`src/rtl/led_seg_output.sv`:
```
// led_seg_output: captures CPU stores to the LED and seven-segment MMIO
// windows, drives 16 LEDs and time-multiplexes an 8-digit hex display.
// All state changes on the falling edge of clk, matching the switch input block.
module led_seg_output #(
    parameter int SCAN_DIV = 100000
) (
    input  logic        clk,
    input  logic        rst,
    input  logic        LEDCtrl,
    input  logic        SegCtrl,
    input  logic        mem_write,
    input  logic [31:0] address,
    input  logic [31:0] write_data,
    output logic [15:0] led_out,
    output logic [7:0]  seg_an,
    output logic [7:0]  seg_out
);

    localparam int CNT_W = $clog2(SCAN_DIV);
    localparam logic [CNT_W-1:0] CNT_LAST = CNT_W'(SCAN_DIV - 1);

    localparam logic [31:0] ADDR_LED_ALL = 32'hFFFF_FFC0;
    localparam logic [31:0] ADDR_LED_LO  = 32'hFFFF_FFC2;
    localparam logic [31:0] ADDR_LED_HI  = 32'hFFFF_FFC4;
    localparam logic [31:0] ADDR_SEG_VAL = 32'hFFFF_FFE0;
    localparam logic [31:0] ADDR_SEG_BLK = 32'hFFFF_FFE2;
    localparam logic [31:0] ADDR_SEG_DP  = 32'hFFFF_FFE4;

    // Hex digit to active-high segment pattern, bit order g..a.
    function automatic logic [6:0] hex7(input logic [3:0] nib);
        logic [6:0] seg;
        case (nib)
            4'h0:    seg = 7'h3F;
            4'h1:    seg = 7'h06;
            4'h2:    seg = 7'h5B;
            4'h3:    seg = 7'h4F;
            4'h4:    seg = 7'h66;
            4'h5:    seg = 7'h6D;
            4'h6:    seg = 7'h7D;
            4'h7:    seg = 7'h07;
            4'h8:    seg = 7'h7F;
            4'h9:    seg = 7'h6F;
            4'hA:    seg = 7'h77;
            4'hB:    seg = 7'h7C;
            4'hC:    seg = 7'h39;
            4'hD:    seg = 7'h5E;
            4'hE:    seg = 7'h79;
            4'hF:    seg = 7'h71;
            default: seg = 7'h00;
        endcase
        return seg;
    endfunction

    logic [31:0]      seg_value_r;
    logic [7:0]       blank_mask_r;
    logic [7:0]       dp_mask_r;
    logic [CNT_W-1:0] div_cnt_r;
    logic [2:0]       digit_idx_r;

    logic led_all_we_s;
    logic led_lo_we_s;
    logic led_hi_we_s;
    logic seg_val_we_s;
    logic seg_blk_we_s;
    logic seg_dp_we_s;
    logic [3:0] cur_nibble_s;

    // Decode LED-window stores into per-register write enables.
    always_comb begin
        led_all_we_s = 1'b0;
        led_lo_we_s  = 1'b0;
        led_hi_we_s  = 1'b0;
        if (mem_write && LEDCtrl) begin
            case (address)
                ADDR_LED_ALL: led_all_we_s = 1'b1;
                ADDR_LED_LO:  led_lo_we_s  = 1'b1;
                ADDR_LED_HI:  led_hi_we_s  = 1'b1;
                default:      led_all_we_s = 1'b0;
            endcase
        end else begin
            led_all_we_s = 1'b0;
        end
    end

    // Decode seven-segment-window stores; independent of the LED window.
    always_comb begin
        seg_val_we_s = 1'b0;
        seg_blk_we_s = 1'b0;
        seg_dp_we_s  = 1'b0;
        if (mem_write && SegCtrl) begin
            case (address)
                ADDR_SEG_VAL: seg_val_we_s = 1'b1;
                ADDR_SEG_BLK: seg_blk_we_s = 1'b1;
                ADDR_SEG_DP:  seg_dp_we_s  = 1'b1;
                default:      seg_val_we_s = 1'b0;
            endcase
        end else begin
            seg_val_we_s = 1'b0;
        end
    end

    // Nibble of the value register belonging to the currently scanned digit.
    always_comb begin
        cur_nibble_s = seg_value_r[{digit_idx_r, 2'b00} +: 4];
    end

    // LED register: full or per-byte updates from the store path.
    always_ff @(negedge clk) begin
        if (!rst) begin
            led_out <= 16'h0000;
        end else if (led_all_we_s) begin
            led_out <= write_data[15:0];
        end else if (led_lo_we_s) begin
            led_out[7:0] <= write_data[7:0];
        end else if (led_hi_we_s) begin
            led_out[15:8] <= write_data[7:0];
        end
    end

    // Display configuration registers; all digits start blanked.
    always_ff @(negedge clk) begin
        if (!rst) begin
            seg_value_r  <= 32'h0000_0000;
            blank_mask_r <= 8'hFF;
            dp_mask_r    <= 8'h00;
        end else begin
            if (seg_val_we_s) begin
                seg_value_r <= write_data;
            end
            if (seg_blk_we_s) begin
                blank_mask_r <= write_data[7:0];
            end
            if (seg_dp_we_s) begin
                dp_mask_r <= write_data[7:0];
            end
        end
    end

    // Free-running scan: each digit stays selected for SCAN_DIV cycles.
    always_ff @(negedge clk) begin
        if (!rst) begin
            div_cnt_r   <= '0;
            digit_idx_r <= 3'd0;
        end else if (div_cnt_r == CNT_LAST) begin
            div_cnt_r   <= '0;
            digit_idx_r <= digit_idx_r + 3'd1;
        end else begin
            div_cnt_r <= div_cnt_r + CNT_W'(1);
        end
    end

    // Display output register built from the pre-edge digit and register state.
    always_ff @(negedge clk) begin
        if (!rst) begin
            seg_an  <= 8'h00;
            seg_out <= 8'h00;
        end else if (blank_mask_r[digit_idx_r]) begin
            seg_an  <= 8'h00;
            seg_out <= 8'h00;
        end else begin
            seg_an  <= 8'h01 << digit_idx_r;
            seg_out <= {dp_mask_r[digit_idx_r], hex7(cur_nibble_s)};
        end
    end

endmodule

```
`config.mk`:
```
export PLATFORM = sky130hd
export DESIGN_NAME = led_seg_output
export DESIGN_NICKNAME = d
export VERILOG_FILES = /design/src/rtl/led_seg_output.sv
export SDC_FILE = /design/constraint.sdc
export NUM_CORES = 1
export LEC_CHECK = 0
export CAP_MARGIN = 15
export CORE_ASPECT_RATIO = 1.4
export CORE_UTILIZATION = 50
export CTS_CLUSTER_DIAMETER = 30
export DETAILED_ROUTE_END_ITERATION = 10
export DONT_BUFFER_PORTS = 1
export HOLD_SLACK_MARGIN = 0.12
export RECOVER_POWER = 100
export SLEW_MARGIN = 20
export SYNTH_ARGS = -nofsm -noshare
export SYNTH_HDL_FRONTEND = slang
export SYNTH_SLANG_ARGS = --single-unit
```
`constraint.sdc`:
```
create_clock -name clk -period 3 [get_ports clk]
set_input_delay 0.75 -clock clk [delete_from_list [all_inputs] [get_ports clk]]
set_output_delay 0.75 -clock clk [all_outputs]
set_load 0.02 [all_outputs]
```
==> results of run 1 <==
layout by cell type, fill, tap and decap left out, types with 10 or more instances in the layout:
cell type  instances
a21boi_2          28
and2_1            11
buf_4             10
clkbuf_16         13
dfxtp_1           68
dfxtp_4           32
ha_1              12
inv_1            109
mux2i_1           41
mux4_2            12
nand2_1           53
nand2_4           23
nor2_1            22
nor2b_1           29
cells by family (layout without fill, tap and decap cells):
group                    Yosys count  after routing  synth area share [%]
buffers and inverters             35            151                  3.83
XOR/XNOR                          17             17                  3.21
multiplexers                      62             62                  16.9
adder cells (fa/ha/maj)           12             12                  3.24
flip-flops                       100            100                  43.1
AO/OA/AOI/OAI                     42             42                  8.95
AND/OR/NAND/NOR                  189            189                  20.8
power breakdown:
group / switching [mW] / total [mW] / internal [mW]
sequential: 0.00334 / 1.32 / 1.31
clock: 0.901 / 1.74 / 0.840
combinational: 0.0126 / 0.0432 / 0.0306
total: 0.917 / 3.10 / 2.18
flip-flops by register name, summed over array words and instances (netlist names):
name,count
blank_mask_r,8
digit_idx_r,3
div_cnt_r,17
dp_mask_r,8
led_out,16
seg_an,8
seg_out,8
seg_value_r,32
routing by layer:
layer	wire (µm)	track usage, %	up-vias	part of all wire, %
met3	600	8.90	9	5.7
met1	4240	21.3	1683	40
met2	5560	35.9	108	53
met4	165	12.3	0	1.6
li1	-	-	1794	-
met5	0	0	-	0
tightest hold or removal path, stage by stage, from the launching register on:
cell and delay [ns]:
dfxtp_1 0.30, nand2_1 0.06, a21boi_2 0.04
worst min path at each step:
stage / from / end / slack, ns / depth (start not counted)
after floorplan: seg_value_r[26] / seg_value_r[26] / 0.43 / 2
after global placement: div_cnt_r[0] / div_cnt_r[0] / 0.44 / 1
after detailed placement: seg_value_r[30] / seg_value_r[30] / 0.45 / 2
after CTS: seg_value_r[25] / seg_value_r[25] / 0.45 / 2
after global routing: seg_value_r[16] / seg_value_r[16] / 0.47 / 2
final: seg_value_r[25] / seg_value_r[25] / 0.45 / 2
stage by stage:
stage	setup TNS (ns)	area, µm²
after floorplan	-47.38	4690
after global placement	-47.65	4830
after detailed placement	-49.08	4830
after CTS	-23.19	5650
after global routing	-31.39	5930
final	-25.61	5930
final cells by class:
cell class | count | area, µm²
inverters | 9 | 33.8
clock inverters | 107 | 455
clock buffers | 9 | 225
fillers | 764 | 3100
multi-input cells | 322 | 2670
flip-flops and latches | 100 | 2120
well taps | 107 | 134
repair buffers | 26 | 290
timing repair:
item,4_1_cts,5_1_grt
buffers inserted,1,1
endpoints found under the hold margin,0,0
cloned,0,5
pin swaps,6,31
resized for setup,67,55
endpoints found under the setup margin,96,96
==> run summary, run 1 <==
largest net degree at the start of global routing: 74
Yosys top cell area share: 43.1%
routed vias/inst: 5.29
final worst slack: -0.439 ns
clk buf depth: 2
WP depth: 6
CP cell instances: or4b_4, nor4_4, and4b_2, clkbuf_16, nand2_1, a21boi_2
H-tree depth: 3
count leader, synth: dfxtp_1
via count: 3594
Worst R2R End: seg_out[0]
critical path's top delay family: simple AND/OR/NAND/NOR gates
slowest cell delay on critical path: 0.53 ns
flop-to-flop setup slack: 0.15 ns
CTS tree: done
worst reg2reg startpoint: digit_idx_r[0]
cts hold-fix bufs: 0
clock transition at the registers of the reported paths: 0.03 ns
number of global-route vias before repair: 3625
max_cap viols: 0
DRT Pass-1 Iters: 4
relative slew slack: 54.6%
outcome: finished with violations
critical path capture point type: flip-flop
CTS Root Cell: clkbuf_16
cell taking the most area after synthesis: dfxtp_1
Final Hold Fails: 0
Crit path buffers/inverters: 1
Max Slew Vio Count: 0
power density cells: 523 nW/µm²
core area: 9030 µm²
pre-CTS WS: -0.819 ns
Placed Instances: 558
Die ar.: 9680 µm²
Yosys cell types: 42
grt total ovfl: 0
initial antenna violation count: 0
asr flop ratio synth: 0%
first-pass GRT wire length: 15900 µm
Avg Synthesized Cell Area: 10.2 µm²
Ys Warns: 0
critical path's slowest cell: or4b_4
share of cells above drive strength 1: 26.7%
DP HPWL: 6480 µm
Non-Filler Instances: 680
Iter 0 DRT Violations: 109
post-synthesis sequential area ratio: 43.1%
antenna diode count: 0
VDD IR max: 0.000494 V
post-synthesis instance area: 4640 µm²
CTS Buf Count: 9
Setup CP Type: in -> reg
EDFF count, synth: 0
synth top area cells: dfxtp_1 (43%), mux2i_1 (8.8%), nand2_1 (6.6%)
Setup crit end: seg_value_r[24]
# DRC: 0
row cnt: 41
Setup Skew: 0.0275 ns
post-DR wirelength/cell: 15.5 µm
Final Util: 65.7%
peak fanout along the critical path: 16
initial core utilization: 51.4%
top_reg_cell synth: dfxtp_1
WP data arrival: 2.27 ns
Final setup viols: 96
area grow syn2layout: 27.8%
synthesized net count: 538
DRT antenna net count: 0
Synth Register Bits: 100
FF-to-FF path depth: 8
CP startpoint: address[0]
slew at the pin closest to its max-slew limit: 0.675 ns
DIE HEIGHT: 116 µm
GRT Util Overall: 20.9%
gpl congestion: 0.778
Mapped Cells: 457
CP required: 1.83 ns
Tot Pwr: 3.10 mW
Startpoint Class: input pin
I/O pin count: 101
I/O Buffers: 0
worst hold margin: 0.451 ns
setup repair after global routing missed its margin: yes
failing checks: setup timing
HP Class: reg -> reg
synth cell count leaders: dfxtp_1 (100), nand2_1 (82), mux2i_1 (41), nor2b_1 (29), a21boi_2 (27)
CTS sink count: 100
P_leak: 2.76 nW
Post-Route WL: 10600 µm
die width: 83.4 µm
nets@finish: 649
worst skew pair latency: 0.42 ns
(Power assumes the default switching activity.)
==> inputs of run 2 (changes only) <==
--- a/config.mk
+++ b/config.mk
@@ -17,3 +17,4 @@
 export SYNTH_ARGS = -nofsm -noshare
 export SYNTH_HDL_FRONTEND = slang
 export SYNTH_SLANG_ARGS = --single-unit
+export TNS_END_PERCENT = 100
==> results of run 2 <==
The final DEF is identical to that of run 1; final timing and power are the same.
==> inputs of run 3 (changes only) <==
--- a/config.mk
+++ b/config.mk
@@ -13,7 +13,7 @@
 export DONT_BUFFER_PORTS = 1
 export HOLD_SLACK_MARGIN = 0.12
 export RECOVER_POWER = 100
-export SLEW_MARGIN = 20
+export SLEW_MARGIN = 5
 export SYNTH_ARGS = -nofsm -noshare
 export SYNTH_HDL_FRONTEND = slang
 export SYNTH_SLANG_ARGS = --single-unit
==> results of run 3 <==
The final DEF is identical to that of run 1; final timing and power are the same.
